[src/rtl/m68k_soc_pkg.sv]
// Shared definitions for the M68K SoC SRAM arbiter: FSM encoding, port indices, defaults.
// Latency: none (declarations only).
// Backpressure: not applicable.
package m68k_soc_pkg;

   typedef enum logic [1:0] {
      ST_IDLE   = 2'd0,
      ST_ACCESS = 2'd1,
      ST_DONE   = 2'd2
   } arb_state_t;

   localparam logic PORT_CPU = 1'b0;
   localparam logic PORT_DMA = 1'b1;

   localparam int DEFAULT_STARVE_LIMIT = 8;

   function automatic logic [1:0] port_onehot(input logic port);
      return port ? 2'b10 : 2'b01;
   endfunction

endpackage

[src/rtl/m68k_arb_pick.sv]
// Two-port winner selection: the single requester wins, or on a tie the preferred port.
// Latency: purely combinational.
// Backpressure: none; the caller samples the result only in IDLE.
module m68k_arb_pick
   import m68k_soc_pkg::*;
(
   input  logic [1:0] req,
   input  logic       prefer_dma,
   output logic       winner
);

   // Port 1 wins when it is alone or when the tie-break favours it.
   always_comb begin
      winner = PORT_CPU;
      if (req[1] && (!req[0] || prefer_dma)) begin
         winner = PORT_DMA;
      end
   end

endmodule

[src/rtl/m68k_sram_arbiter.sv]
// Two-master arbiter in front of sram_controller_unified (CPU port 0, DMA/video port 1).
// Latency: mem_valid the cycle after the request is seen idle, ready the cycle after mem_ready.
// Backpressure: masters hold valid until their one-cycle ready; M68K_ARB_ROUND_ROBIN_EN selects round-robin ties.
module m68k_sram_arbiter
   import m68k_soc_pkg::*;
#(
   parameter int STARVE_LIMIT = DEFAULT_STARVE_LIMIT
) (
   input  logic        clk,
   input  logic        resetn,
   input  logic        m0_valid,
   input  logic [31:0] m0_addr,
   input  logic [31:0] m0_wdata,
   input  logic [3:0]  m0_wstrb,
   output logic        m0_ready,
   output logic [31:0] m0_rdata,
   input  logic        m1_valid,
   input  logic [31:0] m1_addr,
   input  logic [31:0] m1_wdata,
   input  logic [3:0]  m1_wstrb,
   output logic        m1_ready,
   output logic [31:0] m1_rdata,
   output logic        mem_valid,
   output logic [31:0] mem_addr,
   output logic [31:0] mem_wdata,
   output logic [3:0]  mem_wstrb,
   input  logic        mem_ready,
   input  logic [31:0] mem_rdata,
   output logic [1:0]  grant,
   output logic        busy
);

   arb_state_t state;
   logic       owner;
   logic [1:0] req;
   logic       win;
   logic       prefer_dma;
   logic       arbitrate;

   assign req       = {m1_valid, m0_valid};
   assign arbitrate = (state == ST_IDLE) && (|req);

`ifdef M68K_ARB_ROUND_ROBIN_EN
   logic rr_ptr;

   assign prefer_dma = rr_ptr;

   // Hand the next tie to whichever port was not granted this time.
   always_ff @(posedge clk or negedge resetn) begin
      if (!resetn) begin
         rr_ptr <= 1'b0;
      end else if (arbitrate) begin
         rr_ptr <= ~win;
      end
   end
`else
   localparam logic [7:0] STARVE_MAX = 8'(STARVE_LIMIT);

   logic [7:0] starve_cnt;

   assign prefer_dma = (starve_cnt == STARVE_MAX);

   // Count consecutive arbitrations port 1 lost; granting port 1 clears the count.
   always_ff @(posedge clk or negedge resetn) begin
      if (!resetn) begin
         starve_cnt <= 8'd0;
      end else if (arbitrate) begin
         if (win == PORT_DMA) begin
            starve_cnt <= 8'd0;
         end else if (req[1] && (starve_cnt != STARVE_MAX)) begin
            starve_cnt <= starve_cnt + 8'd1;
         end
      end
   end
`endif

   m68k_arb_pick u_pick (
      .req        (req),
      .prefer_dma (prefer_dma),
      .winner     (win)
   );

   // Transaction FSM; memory-side and master-side outputs are all registered here.
   always_ff @(posedge clk or negedge resetn) begin
      if (!resetn) begin
         state     <= ST_IDLE;
         owner     <= PORT_CPU;
         mem_valid <= 1'b0;
         mem_addr  <= 32'd0;
         mem_wdata <= 32'd0;
         mem_wstrb <= 4'd0;
         m0_ready  <= 1'b0;
         m1_ready  <= 1'b0;
         m0_rdata  <= 32'd0;
         m1_rdata  <= 32'd0;
         grant     <= 2'b00;
         busy      <= 1'b0;
      end else begin
         m0_ready <= 1'b0;
         m1_ready <= 1'b0;
         case (state)
            ST_IDLE: begin
               if (|req) begin
                  // Latch the winner's request so later changes on its bus are ignored.
                  owner     <= win;
                  mem_addr  <= (win == PORT_DMA) ? m1_addr  : m0_addr;
                  mem_wdata <= (win == PORT_DMA) ? m1_wdata : m0_wdata;
                  mem_wstrb <= (win == PORT_DMA) ? m1_wstrb : m0_wstrb;
                  mem_valid <= 1'b1;
                  grant     <= port_onehot(win);
                  busy      <= 1'b1;
                  state     <= ST_ACCESS;
               end
            end
            ST_ACCESS: begin
               if (mem_ready) begin
                  mem_valid <= 1'b0;
                  state     <= ST_DONE;
                  if (owner == PORT_DMA) begin
                     m1_ready <= 1'b1;
                     if (mem_wstrb == 4'd0) begin
                        m1_rdata <= mem_rdata;
                     end
                  end else begin
                     m0_ready <= 1'b1;
                     if (mem_wstrb == 4'd0) begin
                        m0_rdata <= mem_rdata;
                     end
                  end
               end
            end
            ST_DONE: begin
               grant <= 2'b00;
               busy  <= 1'b0;
               state <= ST_IDLE;
            end
            default: begin
               mem_valid <= 1'b0;
               grant     <= 2'b00;
               busy      <= 1'b0;
               state     <= ST_IDLE;
            end
         endcase
      end
   end

endmodule
[config.mk]
export PLATFORM = sky130hd
export DESIGN_NAME = m68k_sram_arbiter
export DESIGN_NICKNAME = d
export VERILOG_FILES = /design/src/rtl/m68k_soc_pkg.sv /design/src/rtl/m68k_arb_pick.sv /design/src/rtl/m68k_sram_arbiter.sv
export SDC_FILE = /design/constraint.sdc
export NUM_CORES = 1
export LEC_CHECK = 0
export ABC_AREA = 1
export CORE_MARGIN = 4
export CORE_UTILIZATION = 39
export CTS_BUF_LIST = sky130_fd_sc_hd__clkbuf_4
export DETAILED_ROUTE_END_ITERATION = 6
export PLACE_DENSITY = 0.79
export SLEW_MARGIN = 30
export SYNTH_ARGS = -nofsm -noshare
export SYNTH_HDL_FRONTEND = slang
export SYNTH_SLANG_ARGS = --single-unit
[constraint.sdc]
create_clock -name clk -period 1.5 [get_ports clk]
set_input_delay 0.3 -clock clk [delete_from_list [all_inputs] [get_ports clk]]
set_output_delay 0.3 -clock clk [all_outputs]
set_load 0.01 [all_outputs]
==> flow_metrics.py, run 1 <==
metrics = {
    "layout": {
        "fillerInstances": 1197,
        "stdcell_area_um2": 12250,
        "most-common-layout-cells": "nand2_1 (227), clkdlybuf4s50_1 (171), dfrtp_1 (149), buf_2 (121), inv_1 (113)",
        "fin_nets": 1436,
        "mostFrequentLayoutCell": "nand2_1",
        "final_core_util_pct": 72.82,
        "multi_input_area_um2": 3367,
        "area_growth_pct": 80.68,
        "drive_above_1_share_pct": 37.91,
        "final-seq-area_um2": 3729,
    },
    "power": {
        "fin_total_pwr_uw": 21290,
        "p_clk_share_pct": 11.1,
        "p_leak_uw": 0.006279,
        "switchingPower_uw": 9083,
        "power_frac_seq_pct": 33.6,
        "combPwrFrac_pct": 55.4,
        "ir_drop_uv": 1188,
        "p_int_uw": 12210,
        "powerDensity_nw_per_um2": 1738,
        "netSwitchingFraction_pct": 42.66,
    },
    "die": {
        "initial_core_util_pct": 40.31,
        "dieArea_um2": 19560,
        "fp.dieH_um": 139.8,
        "rows": 47,
        "fp.dieW_um": 139.8,
        "coreArea_um2": 16820,
        "io-pin-count": 311,
    },
    "routing": {
        "viasPerCell": 5.080,
        "route.vias.total": 7594,
        "drtAntennaViolNets": 0,
        "post-route-drc-count": 0,
        "wl_per_cell_um": 20.43,
        "wirelength_mm": 30.55,
        "dr.first_iter.drc_count": 405,
        "dr.pass1.iters": 5,
    },
    "synth": {
        "synth_fp_nets": 1032,
        "avgSynthCellArea_um2": 7.910,
        "synth-edff-count": 0,
        "ys_ff_latch": 149,
        "syn-cell-area_um2": 6779,
        "synth_top_cell_by_area": "dfrtp_1",
        "synth_flop_cell": "dfrtp_1",
        "yosys_warnings": 0,
        "synth-async-reset-ratio_pct": 100.0,
        "synth_cell_types": 24,
        "yosysSeqAreaShare_pct": 55.00,
        "synth_top_cell_area_share_pct": 55.00,
        "syn-instance-count": 857,
        "ys_top_cells_by_area": "dfrtp_1 (55%), nand2_1 (16%), nand3_1 (11%)",
    },
    "worst_setup_path": {
        "crit_required_ns": 1.94,
        "critPathKind": "reg -> reg",
        "end_kind": "flip-flop",
        "setup.worst_path.start_class": "flip-flop",
        "r2r_slack_ns": -0.19,
        "crit_fanout": 9,
        "arrival_ns": 2.13,
    },
    "grt": {
        "grt_remaining_overflow": 0,
        "grt_pass1_wl_mm": 38.41,
        "grt_max_degree": 65,
        "grt_pass1_vias": 7008,
        "antenna_found_initial": 2,
        "globalRouteTotalUtil_pct": 24.88,
    },
    "clock_tree": {
        "cts.clk_slew.worst_paths_ns": 0.13,
        "cts_root_buf": "clkbuf_4",
        "cts_tree": "yes",
        "clk_latency_ns": 0.57,
        "h-tree-depth": 4,
        "tritoncts.num_buffers": 17,
        "clock-sinks": 149,
        "cts_buffer_depth": 2,
    },
    "timing": {
        "setup_viol": 122,
        "clock.fmax_ghz": 0.5931,
        "tightest_slew_ns": 0.4182,
        "fin_ws_ns": -0.1860,
        "skew_ns": 0.02736,
        "slew_headroom_pct": 72.12,
        "final.setup.tns_ns": -12.53,
        "slew_violations": 0,
        "min_period_over_period_pct": 112.4,
        "finalCriticalPeriod_ns": 1.686,
        "finalHoldViolations": 0,
        "rsz0062_at_grt": "true",
    },
    "min_path": {
        "hold_path.class": "in -> async",
    },
    "place": {
        "io_buffers": 310,
        "finalWeightedCongestion": 0.8918,
        "dp_hpwl_mm": 17.37,
        "placed_cell_area_um2": 10520,
    },
    "run_status": {
        "violations": "negative setup slack",
        "run_status": "complete, but fails checks",
    },
    "run": {
        "cap_violations": 0,
    },
}
[registers in the layout, summed over array words and instances, names as in the netlist]
name and flops:
grant 2, mem_wdata 32, m0_ready 1, busy 1
mem_wstrb 4, m1_ready 1, m0_rdata 32, starve_cnt 8
mem_valid 1, owner 1, state 2, mem_addr 32
m1_rdata 32
[power groups by stage]
stage / clock network, µW / registers, µW / logic, µW
floorplan: 0 / 7720 / 3460
global placement: 0 / 6900 / 10100
detailed placement: 0 / 6930 / 10400
CTS: 2360 / 6800 / 9590
global route: 2560 / 7340 / 12700
finish: 2360 / 7140 / 11800
[metal layers]
| metal | track usage, % | vias up | routed length, µm |
|---|---|---|---|
| li1 | - | 3496 | - |
| met1 | 29.93 | 3628 | 10850 |
| met2 | 41.20 | 401 | 15590 |
| met3 | 10.53 | 67 | 3215 |
| met4 | 6.782 | 2 | 873 |
| met5 | 0 | - | 13 |
[Yosys cell counts (all sizes together) (2+ instances only)]
| cell | count |
|---|---|
| dfrtp | 149 |
| nand3 | 144 |
| buf | 28 |
| nor2 | 12 |
| clkbuf | 20 |
| nor3 | 2 |
| ha | 2 |
| nand2 | 299 |
| inv | 119 |
| nand4 | 2 |
| o21ai | 75 |
[through the flow]
stage | setup slack, ns | hold slack (ns) | cells
floorplan | 0.01495 | 0.004409 | 857
global placement | -0.2442 | 0.2457 | 1383
detailed placement | -0.2741 | 0.2496 | 1383
CTS | -0.09114 | 0.2001 | 1451
global route | -0.2070 | 0.2115 | 1495
finish | -0.1860 | 0.2174 | 1495
[path summary, 6_finish.rpt]
kind / depth (start not counted) / start / to
setup / recovery: 9 / starve_cnt[0]$_DFFE_PN0P_ / mem_wstrb[3]$_DFFE_PN0P_
hold / removal: 2 / resetn / m0_rdata[13]$_DFFE_PN0P_
setup reg to reg: 9 / starve_cnt[0]$_DFFE_PN0P_ / mem_wstrb[3]$_DFFE_PN0P_
hold reg to reg: 2 / m0_rdata[2]$_DFFE_PN0P_ / m0_rdata[2]$_DFFE_PN0P_
max in group asynchronous: 3 / resetn / starve_cnt[6]$_DFFE_PN0P_
min in group clk: 3 / m0_addr[5] / mem_addr[5]$_DFFE_PN0P_
[cells by family after synthesis]
logic type | share of synthesized area [%]
xor+xnor | 0.1292
simple gates | 28.77
flops | 55.00
fa+ha+maj | 0.3691
buf+inv | 9.893
compound gates | 5.832
[what timing repair did]
action | 4_1_cts | 5_1_grt
buffers inserted | 33 | 14
pin swaps | 2 | 46
gates resized for setup | 580 | 261
hold endpoints to repair | 118 | 0
setup endpoints to repair | 227 | 165
cloned | 3 | 29
hold buffers | 1 | 0
[final cells by class]
type | instances | share of cell area [%]
Antenna cell | 1 | 0.02043
Clock buffer | 18 | 1.103
Clock inverter | 14 | 0.9194
Inverter | 119 | 3.647
Multi-Input combinational cell | 543 | 27.49
Sequential cell | 149 | 30.44
Tap cell | 220 | 2.247
Timing Repair Buffer | 431 | 34.13
[critical path: stages, from the launching register on]
cell       delay, ns
dfrtp_1         0.43
inv_2           0.10
ha_4            0.15
nand3_4         0.07
o21ai_4         0.22
buf_6           0.19
nand2_8         0.10
clkbuf_16       0.20
nand3_2         0.06
nand2_1         0.05
Note: power is estimated with default switching activity, not from simulation.
==> inputs of run 2 (changes only) <==
--- a/config.mk
+++ b/config.mk
@@ -10,6 +10,7 @@
 export CORE_UTILIZATION = 39
 export CTS_BUF_LIST = sky130_fd_sc_hd__clkbuf_4
 export DETAILED_ROUTE_END_ITERATION = 6
+export HOLD_SLACK_MARGIN = 0.1
 export PLACE_DENSITY = 0.79
 export SLEW_MARGIN = 30
 export SYNTH_ARGS = -nofsm -noshare
==> results of run 2 <==
Same layout as run 1: the final DEF is identical, and so are final timing and power.
==> inputs of run 3 (changes only) <==
--- a/config.mk
+++ b/config.mk
@@ -6,12 +6,14 @@
 export NUM_CORES = 1
 export LEC_CHECK = 0
 export ABC_AREA = 1
+export CORE_ASPECT_RATIO = 0.75
 export CORE_MARGIN = 4
-export CORE_UTILIZATION = 39
+export CORE_UTILIZATION = 58
 export CTS_BUF_LIST = sky130_fd_sc_hd__clkbuf_4
 export DETAILED_ROUTE_END_ITERATION = 6
+export DONT_BUFFER_PORTS = 1
 export HOLD_SLACK_MARGIN = 0.1
-export PLACE_DENSITY = 0.79
+export PLACE_DENSITY = 0.76
 export SLEW_MARGIN = 30
 export SYNTH_ARGS = -nofsm -noshare
 export SYNTH_HDL_FRONTEND = slang
==> flow_metrics.py, run 3 (synthesized netlist as in run 1, its figures left out) <==
metrics = {
    "timing": {
        "min_period_over_period_pct": 135.7,
        "clock.fmax_ghz": 0.4914,
        "worst_hold_slack_ns": -0.6632,
        "tightest_slew_ns": 0.4108,
        "finalHoldViolations": 149,
        "rsz0062_at_grt": "true",
        "finalCriticalPeriod_ns": 2.035,
        "setup_viol": 149,
        "skew_ns": 0.04631,
        "fin_ws_ns": -0.5348,
        "slew_violations": 0,
        "slew_headroom_pct": 72.41,
    },
    "layout": {
        "final-seq-area_um2": 3730,
        "stdcell_area_um2": 10790,
        "drive_above_1_share_pct": 25.55,
        "fin_nets": 1246,
        "most-common-layout-cells": "nand2_1 (225), dlygate4sd3_1 (172), dfrtp_1 (148), inv_1 (108), nand3_1 (105)",
        "multi_input_area_um2": 3213,
        "area_growth_pct": 59.14,
        "mostFrequentLayoutCell": "nand2_1",
        "fillerInstances": 220,
        "layout.cells.non_filler": 1250,
        "final_core_util_pct": 96.41,
    },
    "worst_setup_path": {
        "timing.rr.end": "mem_addr[28]$_DFFE_PN0P_",
        "r2r-start": "starve_cnt[1]$_DFFE_PN0P_",
        "critPathKind": "reg -> reg",
        "worst_path_largest_cell_delay_ns": 0.46,
        "r2r_cells": 9,
        "crit_family": "simple AND/OR/NAND/NOR gates",
        "r2r_slack_ns": -0.53,
        "slowest_stage": "dfrtp_1",
        "setup.worst_path.start_class": "flip-flop",
        "crit_buf_inv": 3,
        "crit_required_ns": 1.98,
        "path_cells": "inv_2 > ha_4 > nand3_4 > o21ai_4 > buf_6 > nand2_4 > buf_12 > nand3_1 > nand2_1",
        "crit_fanout": 5,
        "arrival_ns": 2.51,
        "end_kind": "flip-flop",
    },
    "run_status": {
        "run_status": "complete, but fails checks",
        "violations": "design-rule violations, negative hold slack, negative setup slack",
    },
    "power": {
        "p_int_uw": 9914,
        "power_frac_seq_pct": 44.0,
        "switchingPower_uw": 10720,
        "fin_total_pwr_uw": 20630,
        "powerDensity_nw_per_um2": 1913,
        "ir_drop_uv": 1279,
        "p_leak_uw": 0.005369,
        "p_clk_share_pct": 13.0,
        "combPwrFrac_pct": 43.0,
        "netSwitchingFraction_pct": 51.95,
    },
    "routing": {
        "wirelength_mm": 40.44,
        "route.vias.total": 8993,
        "drtAntennaViolNets": 0,
        "post-route-drc-count": 1,
        "dr.pass1.iters": 7,
        "viasPerCell": 7.194,
        "dr.first_iter.drc_count": 1914,
        "wl_per_cell_um": 32.35,
    },
    "die": {
        "dieArea_um2": 13500,
        "rows": 33,
        "fp.dieH_um": 101.6,
        "coreArea_um2": 11190,
        "io-pin-count": 311,
        "initial_core_util_pct": 60.58,
        "fp.dieW_um": 132.8,
    },
    "clock_tree": {
        "clock-sinks": 149,
        "tritoncts.num_buffers": 17,
        "cts_buffer_depth": 2,
        "cts_root_buf": "clkbuf_4",
        "clk_latency_ns": 0.63,
        "cts.clk_slew.worst_paths_ns": 0.20,
        "cts_tree": "yes",
        "h-tree-depth": 4,
    },
    "place": {
        "dp_hpwl_mm": 13.25,
        "placed_cell_area_um2": 7082,
        "io_buffers": 0,
        "finalWeightedCongestion": 0.8834,
        "dp.cells": 993,
    },
    "grt": {
        "globalRouteTotalUtil_pct": 36.55,
        "grt_pass1_vias": 7417,
        "grt_remaining_overflow": 0,
        "antenna_found_initial": 3,
        "grt_pass1_wl_mm": 38.45,
        "grt_max_degree": 150,
    },
    "min_path": {
        "hold_path.class": "in -> async",
    },
    "run": {
        "cap_violations": 0,
    },
}
==> run 3: changes by cell type in the layout (fill, tap and decap cells not counted), sizes merged <==
cell / before / now
bufinv: 1 / 0
clkinv: 8 / 3
nand2: 301 / 300
inv: 120 / 127
buf: 238 / 54
diode: 1 / 9
clkinvlp: 4 / 3
clkbuf: 39 / 34
clkdlybuf4s50: 171 / 0
dlygate4sd3: 1 / 172
==> run 3: power groups by stage <==
stage / clock network [µW] / logic (µW) / registers (µW)
floorplan: 0 / 3460 / 7720
global placement: 0 / 4380 / 8270
detailed placement: 0 / 4660 / 8280
CTS: 2460 / 5510 / 8260
global route: 2780 / 9230 / 9130
finish: 2680 / 8870 / 9080
==> run 3: layer usage <==
layer,GRT usage (%),share of wire [%]
met1,39.26,27
met2,63.57,43
met3,12.66,16
met4,21.49,14
met5,0,0
==> run 3: per-stage QoR <==
| stage | setup slack (ns) | setup TNS (ns) |
|---|---|---|
| 6_report | -0.5348 | -37.83 |
| 5_1_grt | -0.6666 | -40.46 |
| 4_1_cts | -0.04459 | -0.7845 |
| 3_5_place_dp | -0.1388 | -6.176 |
| 3_3_place_gp | -0.05867 | -0.9603 |
| 2_1_floorplan | 0.01495 | 0 |
==> run 3: layout make-up <==
class                   count  area share [%]
diodes                      9          0.2088
clock inverters            14           1.241
flip-flops and latches    149           34.57
inverters                 119           4.141
well taps                 157           1.821
clock buffers              18           1.253
multi-input cells         542           29.78
repair buffers            242           26.98
==> run 3: what timing repair did <==
item	4_1_cts	5_1_grt
gates resized for setup	50	219
buffers inserted	9	7
pin swaps	6	10
endpoints found under the setup margin	74	144
cloned	5	23
hold buffers	172	1
endpoints found under the hold margin	294	153
==> run 3: worst max-delay path by stage <==
stage                               from                        end  slack (ns)  cells after the start
2_1_floorplan  starve_cnt[0]$_DFFE_PN0P_   mem_addr[28]$_DFFE_PN0P_        0.01                     10
3_3_place_gp   starve_cnt[0]$_DFFE_PN0P_  mem_wdata[11]$_DFFE_PN0P_       -0.06                      9
3_5_place_dp   starve_cnt[0]$_DFFE_PN0P_  mem_wdata[11]$_DFFE_PN0P_       -0.14                      9
4_1_cts        starve_cnt[0]$_DFFE_PN0P_   mem_addr[24]$_DFFE_PN0P_       -0.04                     11
5_1_grt        starve_cnt[1]$_DFFE_PN0P_  mem_wdata[25]$_DFFE_PN0P_       -0.67                     11
6_report       starve_cnt[1]$_DFFE_PN0P_   mem_addr[28]$_DFFE_PN0P_       -0.53                      9
